File: src/rtl/trading_pkg.sv
// Shared types and constants for the decision-to-UART frame scheduler.
package trading_pkg;

    typedef struct packed {
        logic [7:0]  dtype;
        logic [31:0] price;
    } decision_t;

    localparam int unsigned FRAME_LEN         = 7;
    localparam logic [7:0]  DEFAULT_SYNC_BYTE = 8'hA5;

    typedef enum logic [2:0] {
        ST_IDLE,
        ST_LOAD,
        ST_SEND,
        ST_WAIT_ACK,
        ST_WAIT_DONE
    } sched_state_t;

endpackage

File: src/rtl/sync_fifo.sv
// Single-clock FIFO with occupancy level; push is ignored when full, pop when empty.
module sync_fifo #(
    parameter int unsigned WIDTH = 40,
    parameter int unsigned DEPTH = 4
) (
    input  logic                     clk,
    input  logic                     rst_n,
    input  logic                     push,
    input  logic                     pop,
    input  logic [WIDTH-1:0]         wdata,
    output logic [WIDTH-1:0]         rdata,
    output logic                     full,
    output logic                     empty,
    output logic [$clog2(DEPTH):0]   level
);

    localparam int unsigned   AW         = $clog2(DEPTH);
    localparam logic [AW:0]   FULL_LEVEL = DEPTH[AW:0];

    logic [WIDTH-1:0] mem [DEPTH];
    logic [AW-1:0]    wr_ptr;
    logic [AW-1:0]    rd_ptr;
    logic             do_push;
    logic             do_pop;

    assign full    = (level == FULL_LEVEL);
    assign empty   = (level == '0);
    assign do_push = push && !full;
    assign do_pop  = pop && !empty;
    assign rdata   = mem[rd_ptr];

    always_ff @(posedge clk) begin
        if (do_push) mem[wr_ptr] <= wdata;
    end

    always_ff @(posedge clk or negedge rst_n) begin
        if (!rst_n) begin
            wr_ptr <= '0;
            rd_ptr <= '0;
            level  <= '0;
        end else begin
            if (do_push) wr_ptr <= wr_ptr + 1'b1;
            if (do_pop)  rd_ptr <= rd_ptr + 1'b1;
            case ({do_push, do_pop})
                2'b10:   level <= level + 1'b1;
                2'b01:   level <= level - 1'b1;
                default: ;
            endcase
        end
    end

endmodule

File: src/rtl/decision_tx_sched.sv
// Buffers trading decisions and serialises each into a 7-byte frame
// (sync, type, price MSB..LSB, xor checksum) paced by the UART busy flag.
module decision_tx_sched
    import trading_pkg::*;
#(
    parameter int unsigned FIFO_DEPTH  = 4,
    parameter logic [7:0]  SYNC_BYTE   = DEFAULT_SYNC_BYTE,
    parameter int unsigned ACK_TIMEOUT = 15
) (
    input  logic                          clk,
    input  logic                          rst_n,
    input  logic                          dec_valid,
    input  logic [7:0]                    dec_type,
    input  logic [31:0]                   dec_price,
    output logic [7:0]                    tx_data,
    output logic                          tx_valid,
    input  logic                          tx_busy,
    output logic [$clog2(FIFO_DEPTH):0]   fifo_level,
    output logic [15:0]                   drop_count,
    output logic                          ack_err,
    output logic                          idle
);

    localparam int unsigned TW       = $clog2(ACK_TIMEOUT + 1);
    localparam logic [TW-1:0] TMO_LAST = TW'(ACK_TIMEOUT - 1);
    localparam logic [2:0]    LAST_IDX = 3'(FRAME_LEN - 1);

    sched_state_t  state;
    decision_t     head;
    decision_t     wdata;
    logic [39:0]   sreg;
    logic [2:0]    idx;
    logic [7:0]    chk;
    logic [7:0]    cur_byte;
    logic [TW-1:0] tmo;
    logic          full;
    logic          empty;
    logic          pop;
    logic          byte_done;

    assign wdata = '{dtype: dec_type, price: dec_price};
    assign pop   = (state == ST_LOAD);
    assign idle  = (state == ST_IDLE) && empty;

    sync_fifo #(
        .WIDTH ($bits(decision_t)),
        .DEPTH (FIFO_DEPTH)
    ) u_fifo (
        .clk   (clk),
        .rst_n (rst_n),
        .push  (dec_valid),
        .pop   (pop),
        .wdata (wdata),
        .rdata (head),
        .full  (full),
        .empty (empty),
        .level (fifo_level)
    );

    // Payload bytes come off the top of the shift register; sync and chk are injected by index.
    always_comb begin
        cur_byte = sreg[39:32];
        if (idx == '0)            cur_byte = SYNC_BYTE;
        else if (idx == LAST_IDX) cur_byte = chk;
    end

    // A timeout expiry leaves the byte the same way a busy fall does.
    assign byte_done = !tx_busy &&
                       ((state == ST_WAIT_DONE) ||
                        (state == ST_WAIT_ACK && tmo == TMO_LAST));

    always_ff @(posedge clk or negedge rst_n) begin
        if (!rst_n) begin
            state      <= ST_IDLE;
            sreg       <= '0;
            idx        <= '0;
            chk        <= '0;
            tmo        <= '0;
            tx_data    <= '0;
            tx_valid   <= 1'b0;
            drop_count <= '0;
            ack_err    <= 1'b0;
        end else begin
            tx_valid <= 1'b0;
            if (dec_valid && full && drop_count != '1)
                drop_count <= drop_count + 1'b1;

            case (state)
                ST_IDLE: if (!empty) state <= ST_LOAD;
                ST_LOAD: begin
                    sreg  <= head;
                    idx   <= '0;
                    chk   <= '0;
                    state <= ST_SEND;
                end
                ST_SEND: if (!tx_busy) begin
                    tx_data  <= cur_byte;
                    tx_valid <= 1'b1;
                    if (idx != '0 && idx != LAST_IDX) begin
                        chk  <= chk ^ cur_byte;
                        sreg <= {sreg[31:0], 8'h00};
                    end
                    tmo   <= '0;
                    state <= ST_WAIT_ACK;
                end
                ST_WAIT_ACK: begin
                    if (tx_busy)               state   <= ST_WAIT_DONE;
                    else if (tmo == TMO_LAST)  ack_err <= 1'b1;
                    else                       tmo     <= tmo + 1'b1;
                end
                ST_WAIT_DONE: ;
                default: state <= ST_IDLE;
            endcase

            if (byte_done) begin
                if (idx == LAST_IDX) begin
                    state <= ST_IDLE;
                end else begin
                    idx   <= idx + 1'b1;
                    state <= ST_SEND;
                end
            end
        end
    end

endmodule
File: config.mk
export PLATFORM = sky130hd
export DESIGN_NAME = decision_tx_sched
export DESIGN_NICKNAME = d
export VERILOG_FILES = /design/src/rtl/trading_pkg.sv /design/src/rtl/sync_fifo.sv /design/src/rtl/decision_tx_sched.sv
export SDC_FILE = /design/constraint.sdc
export NUM_CORES = 1
export LEC_CHECK = 0
export CORE_MARGIN = 5
export CORE_UTILIZATION = 39
export DETAILED_ROUTE_END_ITERATION = 8
export PLACE_DENSITY_LB_ADDON = 0.15
export SLEW_MARGIN = 20
export SYNTH_ARGS = -nofsm -noshare
export SYNTH_HDL_FRONTEND = slang
export SYNTH_HIERARCHICAL = 1
export SYNTH_SLANG_ARGS = --single-unit
File: constraint.sdc
create_clock -name clk -period 2.5 [get_ports clk]
set_input_delay 0.625 -clock clk [delete_from_list [all_inputs] [get_ports clk]]
set_output_delay 0.625 -clock clk [all_outputs]
set_load 0.1 [all_outputs]
# Yosys cells after proc, flatten, opt, wreduce, memory -nomap -nowiden
# Memory sizes are Yosys's and may differ from the RTL's.
# Index checks and enable logic that the tools add are counted.
# W data, S select, Z words.
dict set report word_totals {
  mem_count 1
  reg_bits 91
  word_cells 91
  inputBits 44
  mem_bits_rw 160
  output_inout_bits 30
}
# memory words word_bits rd rd_ports_with_merged_regs wr line_no
set mem_list {}
lappend mem_list {u_fifo.mem 4 40 1 0 1 sync_fifo.sv:20} ;# logic [WIDTH-1:0] mem [DEPTH];
dict set report op_classes {
  n_addsub 7
  n_reduce_logical 24
  eq_ne 19
  bitwise_logic 2
  mux 26
}
# operator n
set ops {}
lappend ops {{$mux W40} 2}
lappend ops {{$pmux W40 S2} 1}
lappend ops {{$mux W8} 4}
lappend ops {{$mux W3} 7}
lappend ops {{$add A16 B1 Y16 const B} 1}
lappend ops {{$ne A16 B16 Y1 const B} 1}
lappend ops {{$pmux W8 S2} 1}
lappend ops {{$pmux W3 S5} 1}
lappend ops {{$mux W4} 3}
lappend ops {{$ne A3 B3 Y1 const B} 4}
lappend ops {{$ne A2 B2 Y1 const B} 5}
lappend ops {{$eq A3 B3 Y1 const B} 3}
lappend ops {{$logic_not A3 Y1} 3}
lappend ops {{$logic_and A1 B1 Y1} 8}
lappend ops {{$pmux W4 S2} 1}
lappend ops {{$reduce_and A4 Y1} 2}
lappend ops {{$xor A8 B8 Y8} 1}
lappend ops {{$add A3 B1 Y3 const B} 2}
lappend ops {{$eq A3 B2 Y1 const B} 2}
lappend ops {{$pmux W3 S2} 1}
lappend ops {{$reduce_and A3 Y1} 2}
lappend ops {{$reduce_bool A2 Y1} 3}
lappend ops {{$add A2 B1 Y2 const B} 2}
lappend ops {{$add A4 B1 Y4 const B} 1}
lappend ops {{other kinds (12)} 17}

# Logic depth before layout (Yosys ltp)
# Gate-level depths: netlist of the first run.
dict set report depth {
  word_depth 7
  depth_mapped 13
  mapped_depth_nobuf 10
}

# Hierarchy
# Netlist of the first run, hierarchy kept.
# mod area_each_um2 cells_per_inst instances seq_area_each_um2
set modules_own_cells {}
lappend modules_own_cells {sync_fifo 6249.7 247 1 4979.8}
lappend modules_own_cells {decision_tx_sched 3942.5 371 1 2102.0}

# Worst setup path before layout of the first run
# Ideal clock, no wire load.
dict set report synth_timing {
  kind {flip-flop to output port}
  start {register u_fifo.level[0]}
  end {output port idle}
  stages_incl_launch_ff 3
  t_arrival_ns 4.253
  required_time_ns 1.875
  path_buffers 0
  setup_slack_ns -2.378
  path_cell_list {dfrtp_1 nor3_1 nor4b_1}
}
dict set report synth_between {
  elab_chain_len 2
}
# item line_no
set synth_rtl {}
lappend synth_rtl {{start, declared} sync_fifo.sv:14} ;# output logic [$clog2(DEPTH):0] level
lappend synth_rtl {{start signal, assigned} sync_fifo.sv:45} ;# 2'b10: level <= level + 1'b1;
lappend synth_rtl {{start signal, assigned} sync_fifo.sv:46} ;# 2'b01: level <= level - 1'b1;
lappend synth_rtl {{$logic_not A3 Y1} sync_fifo.sv:27} ;# assign empty = (level == '0);
lappend synth_rtl {{named net empty} decision_tx_sched.sv:37} ;# logic empty;
lappend synth_rtl {{$logic_and A1 B1 Y1} decision_tx_sched.sv:43} ;# assign idle = (state == ST_IDLE) && empty;
lappend synth_rtl {{end, declared} decision_tx_sched.sv:21} ;# output logic idle
# The timed path passes the listed nets, and every way through them passes these cells.

# Worst setup path after layout of the first run
dict set report layout_timing {
  start {register u_fifo.level[2]}
  end {output port idle}
}
# The elaborated chain is that of the path after synthesis.

==> results.json, run 1 <==
{
  "dr.pass1.iters": 4,
  "grt_max_degree": 73,
  "antenna_left": 0,
  "fmax_ghz": 0.4142,
  "worst_slew_pin_slew_ps": 471.1,
  "fin_ws_ps": 85.45,
  "cp.required_ps": 1880,
  "p_leak_nw": 4.713,
  "start_util_pct": 39.34,
  "htree_levels": 1,
  "pre_cts_ws_ps": 42.46,
  "async_flop_share_pct": 36.25,
  "cts_buffers": 28,
  "slew_viol_final": 0,
  "diodes": 0,
  "powerDensity_mw_per_mm2": 1251,
  "rows": 59,
  "antenna_found_initial": 0,
  "ys.flop_type": "edfxtp_1",
  "drv_cap": 0,
  "crit_arrival_ps": 1790,
  "relSlewSlack_pct": 68.60,
  "skew_ps": 20.00,
  "place_area_mm2": 0.01144,
  "drive_gt1_share_pct": 23.28,
  "cts_resized": 0,
  "pin_count": 74,
  "synth_edf_count": 160,
  "worstSetupEndpointType": "primary output",
  "hold_viol_final": 0,
  "yosysSeqAreaShare_pct": 69.48,
  "grt-ovfl-total": 0,
  "clock_power_share_pct": 25.8,
  "rsz0062_at_grt": "no",
  "routed_via_density": 5.092,
  "hold_path.class": "input pin to async pin",
  "start_kind": "flip-flop",
  "syn_avg_cell_area_um2": 16.49,
  "grt_use_total_pct": 13.80,
  "utilization_pct": 47.71,
  "cts-root-buf": "clkbuf_16",
  "grt_pass1_wl_um": 32110,
  "portBuffers": 73,
  "netlist_area_mm2": 0.01019,
  "seqPwrFrac_pct": 39.5,
  "fin_crit_ps": 2415,
  "yosysUniqueCellTypes": 53,
  "gp_congestion": 0.7316,
  "crit_path_max_fanout": 5,
  "comb_power_share_pct": 34.7,
  "die_h_um": 171.7,
  "areaGrowthSynthToFinish_pct": 21.29,
  "final_area_mm2": 0.01236,
  "insertion_delay_ps": 540,
  "drc": 0,
  "nNetsFinal": 777,
  "fin_crit_sh_pct": 96.58,
  "synth_fp_nets": 674,
  "dieArea_mm2": 0.02947,
  "multiInputGateArea_mm2": 0.002877,
  "power.switching_w": 0.005388,
  "p_int_w": 0.01008,
  "switching_share_pct": 34.84,
  "vdd_drop_max_uv": 838.3,
  "finalSetupViolCount": 0,
  "wl_per_cell_um": 18.38,
  "postCtsSetupBuffers": 0,
  "cts_tree": "built",
  "core_mm2": 0.02591,
  "crit_type": "flip-flop to primary output",
  "synth_seq_cells": 251,
  "ys_warn_count": 6,
  "regArea_mm2": 0.007094,
  "synthCells": 618,
  "r2r_setup_slack_ps": 270,
  "die_x_um": 171.7,
  "grt_pass1_vias": 5837,
  "clk_pin_slew_ps": 50,
  "place_hpwl_um": 12930,
  "outcome": "finished clean",
  "nFillCells": 2209,
  "drt_iter0_markers": 290,
  "cts_buffer_depth": 3,
  "clock_sinks": 251,
  "finalWirelength_um": 19810,
  "vias": 5489,
  "cts_hold_buffers": 0
}
-- stage by stage --
| stage | total power [W] | hold slack, ps | std cells | setup TNS (ps) |
|---|---|---|---|---|
| detailed placement | 0.01169 | 472.0 | 1026 | 0 |
| global route | 0.01636 | 28.32 | 1078 | 0 |
| floorplan | 0.01015 | 329.4 | 618 | -33.38 |
| finish | 0.01546 | 20.71 | 1078 | 0 |
| global placement | 0.01156 | 459.8 | 1026 | 0 |
| CTS | 0.01573 | 11.96 | 1078 | 0 |
-- power by group through the flow --
stage	logic [W]	registers, W	clock network (W)
after CTS	0.00550	0.00612	0.00411
final	0.00537	0.00611	0.00399
after global placement	0.00542	0.00614	0
after detailed placement	0.00549	0.00620	0
after floorplan	0.00317	0.00698	0
after global routing	0.00583	0.00623	0.00430
-- sequential cells by signal, summed over array words and instances, names as in the netlist --
register       cells
u_fifo/rd_ptr      2
chk                8
idx                3
u_fifo/wr_ptr      2
tx_data            8
sreg              40
state              3
u_fifo/mem       160
u_fifo/level       3
tx_valid           1
tmo                4
ack_err            1
drop_count        16
-- layout make-up --
| type | instances | share of cell area, % |
|---|---|---|
| clock buffer | 37 | 6.346 |
| clock inverter | 15 | 1.144 |
| inverter | 13 | 0.4049 |
| multi-input combinational | 325 | 23.27 |
| sequential | 251 | 57.39 |
| tap | 335 | 3.391 |
| timing repair buffer | 102 | 8.057 |
-- synth_stat cells (all sizes together), types with 4 or more instances --
master	instances	share of area, %
nand3	16	0.79
edfxtp	160	47
nand2	63	2.3
a21oi	6	0.33
xor2	6	0.52
buf	27	2.1
a22o	8	0.69
xnor2	13	1.1
nand4	8	0.55
mux2	6	0.66
inv	12	0.44
and3	4	0.25
o21ai	51	2.5
mux2i	42	4.1
ha	11	1.4
a32oi	4	0.34
and2	5	0.31
mux4	40	8.9
dfrtp	91	22
o22ai	4	0.25
nor2	11	0.59
-- placed cells by master (no fill, tap or decap), types with 2 or more instances in the layout --
master,instances
mux4_1,2
and3_1,4
a32oi_1,4
nand2_1,63
a21oi_1,5
nand3_1,16
mux2_2,6
bufinv_16,2
a31oi_1,2
clkbuf_16,28
nor3_1,2
mux2i_1,42
clkbuf_1,4
o2111ai_1,2
buf_12,10
nand2b_1,2
o22ai_1,4
nor2_1,9
dfrtp_1,87
clkinv_2,11
a22o_1,8
mux4_2,38
buf_4,50
o21ai_1,23
xnor2_1,13
and2_2,4
clkdlybuf4s50_1,42
xor2_1,6
nor2b_1,2
dfrtp_4,3
clkbuf_8,5
inv_1,11
nand4_1,7
o21ai_0,28
ha_1,11
edfxtp_1,160
-- kinds of logic after synthesis --
family | Yosys count | synth area share [%]
flops | 251 | 69.48
mux | 88 | 13.70
compound gates | 84 | 4.996
fa+ha+maj | 12 | 1.547
simple gates | 122 | 5.978
buf+inv | 42 | 2.664
xor+xnor | 19 | 1.633
-- final timing paths --
check	to	cells past startpoint	startpoint
min in group clk	chk[1]	1	chk[1]
max in group asynchronous	u_fifo/rd_ptr[0]	2	rst_n
min	chk[7]	1	rst_n
max	idle	3	u_fifo/level[2]
min reg2reg	chk[1]	1	chk[1]
max reg2reg	u_fifo/level[2]	10	state[2]
-- layer usage --
layer / global-route usage, % / vias up / wire (µm)
met3: 2.390 / 27 / 881
met2: 23.87 / 104 / 9937
met5: 0 / - / 0
met1: 18.44 / 2793 / 8640
met4: 2.894 / 0 / 353
li1: - / 2565 / -
-- critical path: stages (launching register included) --
cell and delay [ps]:
dfrtp_4 500, nor3_2 230, nor4b_4 310, buf_12 220
Note: power is estimated with default switching activity, not from simulation.
==> inputs of run 2 (changes only) <==
SYNTH_HIERARCHICAL = unset   (was 1)
==> results.json, run 2 <==
{
  "p_int_w": 0.009956,
  "vdd_drop_max_uv": 1229,
  "finalWirelength_um": 20570,
  "cts_resized": 0,
  "layout_common_cells": "edfxtp_1 (160), dfrtp_1 (87), buf_4 (47), o21ai_0 (43), clkdlybuf4s50_1 (42)",
  "top_regs": "u_fifo.mem x160, sreg x40, drop_count x16",
  "yosysUniqueCellTypes": 46,
  "dp.cells": 1041,
  "synth_edf_count": 160,
  "diodes": 0,
  "powerDensity_mw_per_mm2": 1251,
  "nNetsFinal": 794,
  "pin_count": 74,
  "max_flop_register": "u_fifo.mem",
  "worst_slew_pin_slew_ps": 630.0,
  "synth_top_area_share_pct": 46.88,
  "die_h_um": 172.1,
  "largest_register_ffs": 160,
  "hold-worst-slack_ps": 472.5,
  "fmax_ghz": 0.3938,
  "rows": 59,
  "yosysSeqAreaShare_pct": 69.09,
  "outcome": "finished with violations",
  "insertion_delay_ps": 530,
  "routed_via_density": 5.296,
  "grt_use_total_pct": 14.37,
  "async_flop_share_pct": 36.25,
  "power.switching_w": 0.005573,
  "drv_cap": 0,
  "drive_gt1_share_pct": 20.05,
  "wl_per_cell_um": 18.82,
  "pre_cts_ws_ps": 97.28,
  "clk_pin_slew_ps": 60,
  "synth_most_common_cell": "edfxtp_1",
  "drc": 0,
  "seqPwrFrac_pct": 39.6,
  "grt_pass1_wl_um": 33800,
  "crit_arrival_ps": 1910,
  "clock_power_share_pct": 23.9,
  "hold_viol_final": 0,
  "syn_avg_cell_area_um2": 15.94,
  "nFillCells": 2227,
  "grt_max_degree": 52,
  "areaGrowthSynthToFinish_pct": 21.08,
  "cts-root-buf": "clkbuf_16",
  "hold_path.class": "flip-flop to flip-flop",
  "worstSetupEndpointType": "primary output",
  "antenna_found_initial": 0,
  "rsz0062_at_grt": "yes",
  "skew_ps": 8.624,
  "grt-ovfl-total": 0,
  "synth_area_leader_cell": "edfxtp_1",
  "ys_top_cells_by_count": "edfxtp_1 (160), dfrtp_1 (91), o21ai_0 (43), mux4_2 (40), mux2i_1 (34)",
  "relSlewSlack_pct": 58.00,
  "fin_crit_sh_pct": 101.6,
  "finalSetupViolCount": 1,
  "synth_fp_nets": 699,
  "tns_ps": -39.37,
  "grt_pass1_vias": 6114,
  "core_mm2": 0.02598,
  "vias": 5789,
  "drt_iter0_markers": 401,
  "start_util_pct": 39.45,
  "gp_congestion": 0.7461,
  "die_x_um": 172.1,
  "synth_seq_cells": 251,
  "cts_buffer_depth": 3,
  "htree_levels": 1,
  "netlist_area_mm2": 0.01025,
  "switching_share_pct": 35.89,
  "fin_cells": 1093,
  "crit_path_max_fanout": 4,
  "crit_type": "flip-flop to primary output",
  "antenna_left": 0,
  "start_kind": "flip-flop",
  "fin_crit_ps": 2539,
  "synthCells": 643,
  "dieArea_mm2": 0.02962,
  "ys_warn_count": 0,
  "clock_sinks": 251,
  "cts_tree": "built",
  "cts_buffers": 27,
  "cp.required_ps": 1880,
  "violations": "negative setup slack",
  "fin_ws_ps": -39.37,
  "synthTopCellsByArea": "edfxtp_1 (47%), dfrtp_1 (22%), mux4_2 (8.8%), mux2i_1 (3.3%), o21ai_0 (2.1%)",
  "place_hpwl_um": 13130,
  "ys.flop_type": "edfxtp_1",
  "utilization_pct": 47.76,
  "comb_power_share_pct": 36.5,
  "slew_viol_final": 0,
  "p_leak_nw": 4.632,
  "portBuffers": 73,
  "final_common_cell": "edfxtp_1",
  "dr.pass1.iters": 4
}
==> run 2: cell types whose count changed after synthesis, sizes merged, moves of 9 or more <==
cell and change:
nor2 +9, o21ai +25, nand2 -39, buf -10, o31ai +9, xor2 +14
xnor2 -10, clkbuf +17
==> run 2: worst paths after layout <==
check | cells after the start | to | from | slack [ps]
max reg2reg | 10 | u_fifo.level[2] | u_fifo.level[1] | 360
max | 3 | idle | u_fifo.level[0] | -40
min reg2reg | 2 | ack_err | ack_err | 470
min | 2 | ack_err | ack_err | 470
min in group asynchronous | 2 | tx_data[7] | rst_n | 510
max in group asynchronous | 3 | u_fifo.level[1] | rst_n | 1370
==> run 2: final cells by class <==
class	instances	area, µm²	share of cell area, %
multi-input combinational	344	2999	24.17
clock inverter	11	95.09	0.7662
inverter	12	45.04	0.3629
clock buffer	38	737.0	5.938
tap	335	419.2	3.377
timing repair buffer	102	1023	8.247
sequential	251	7092	57.14
==> run 2: metal layers <==
layer  wire length (µm)  global-route usage [%]
met1               9421                   20.34
met2               9956                   23.81
met3                845                   2.309
met4                341                   2.939
met5                  0                       0
==> run 2: what timing repair did <==
item                                    CTS  global route
hold endpoints to repair                 16             0
pin swaps                                 2             1
cloned                                    0             0
setup buffers                             2             0
endpoints found under the setup margin    1             1
hold buffers                              1             0
==> run 2: cells by family after synthesis <==
| family | synth area share (%) |
|---|---|
| flops | 69.09 |
| fa+ha+maj | 1.538 |
| buf+inv | 2.002 |
| compound gates | 7.349 |
| simple gates | 5.615 |
| mux | 12.44 |
| xor+xnor | 1.965 |
==> run 2: worst max-delay path, cell delays in order (launching register included) <==
cell and delay, ps:
dfrtp_4 470, or3_4 420, nor4_4 280, buf_12 210
==> run 2: power by group through the flow <==
stage	sequential, W	clock [W]	combinational, W
after floorplan	0.00697	0	0.00324
after global placement	0.00619	0	0.00565
after detailed placement	0.00624	0	0.00574
after CTS	0.00615	0.00382	0.00579
after global routing	0.00626	0.00402	0.00623
final	0.00614	0.00371	0.00567
==> run 2: stage by stage <==
step           total power [W]  cell area (µm²)
5_1_grt                0.01651            12410
3_5_place_dp           0.01198            11550
3_3_place_gp           0.01184            11550
2_1_floorplan          0.01021            10280
6_report               0.01553            12410
4_1_cts                0.01577            12410
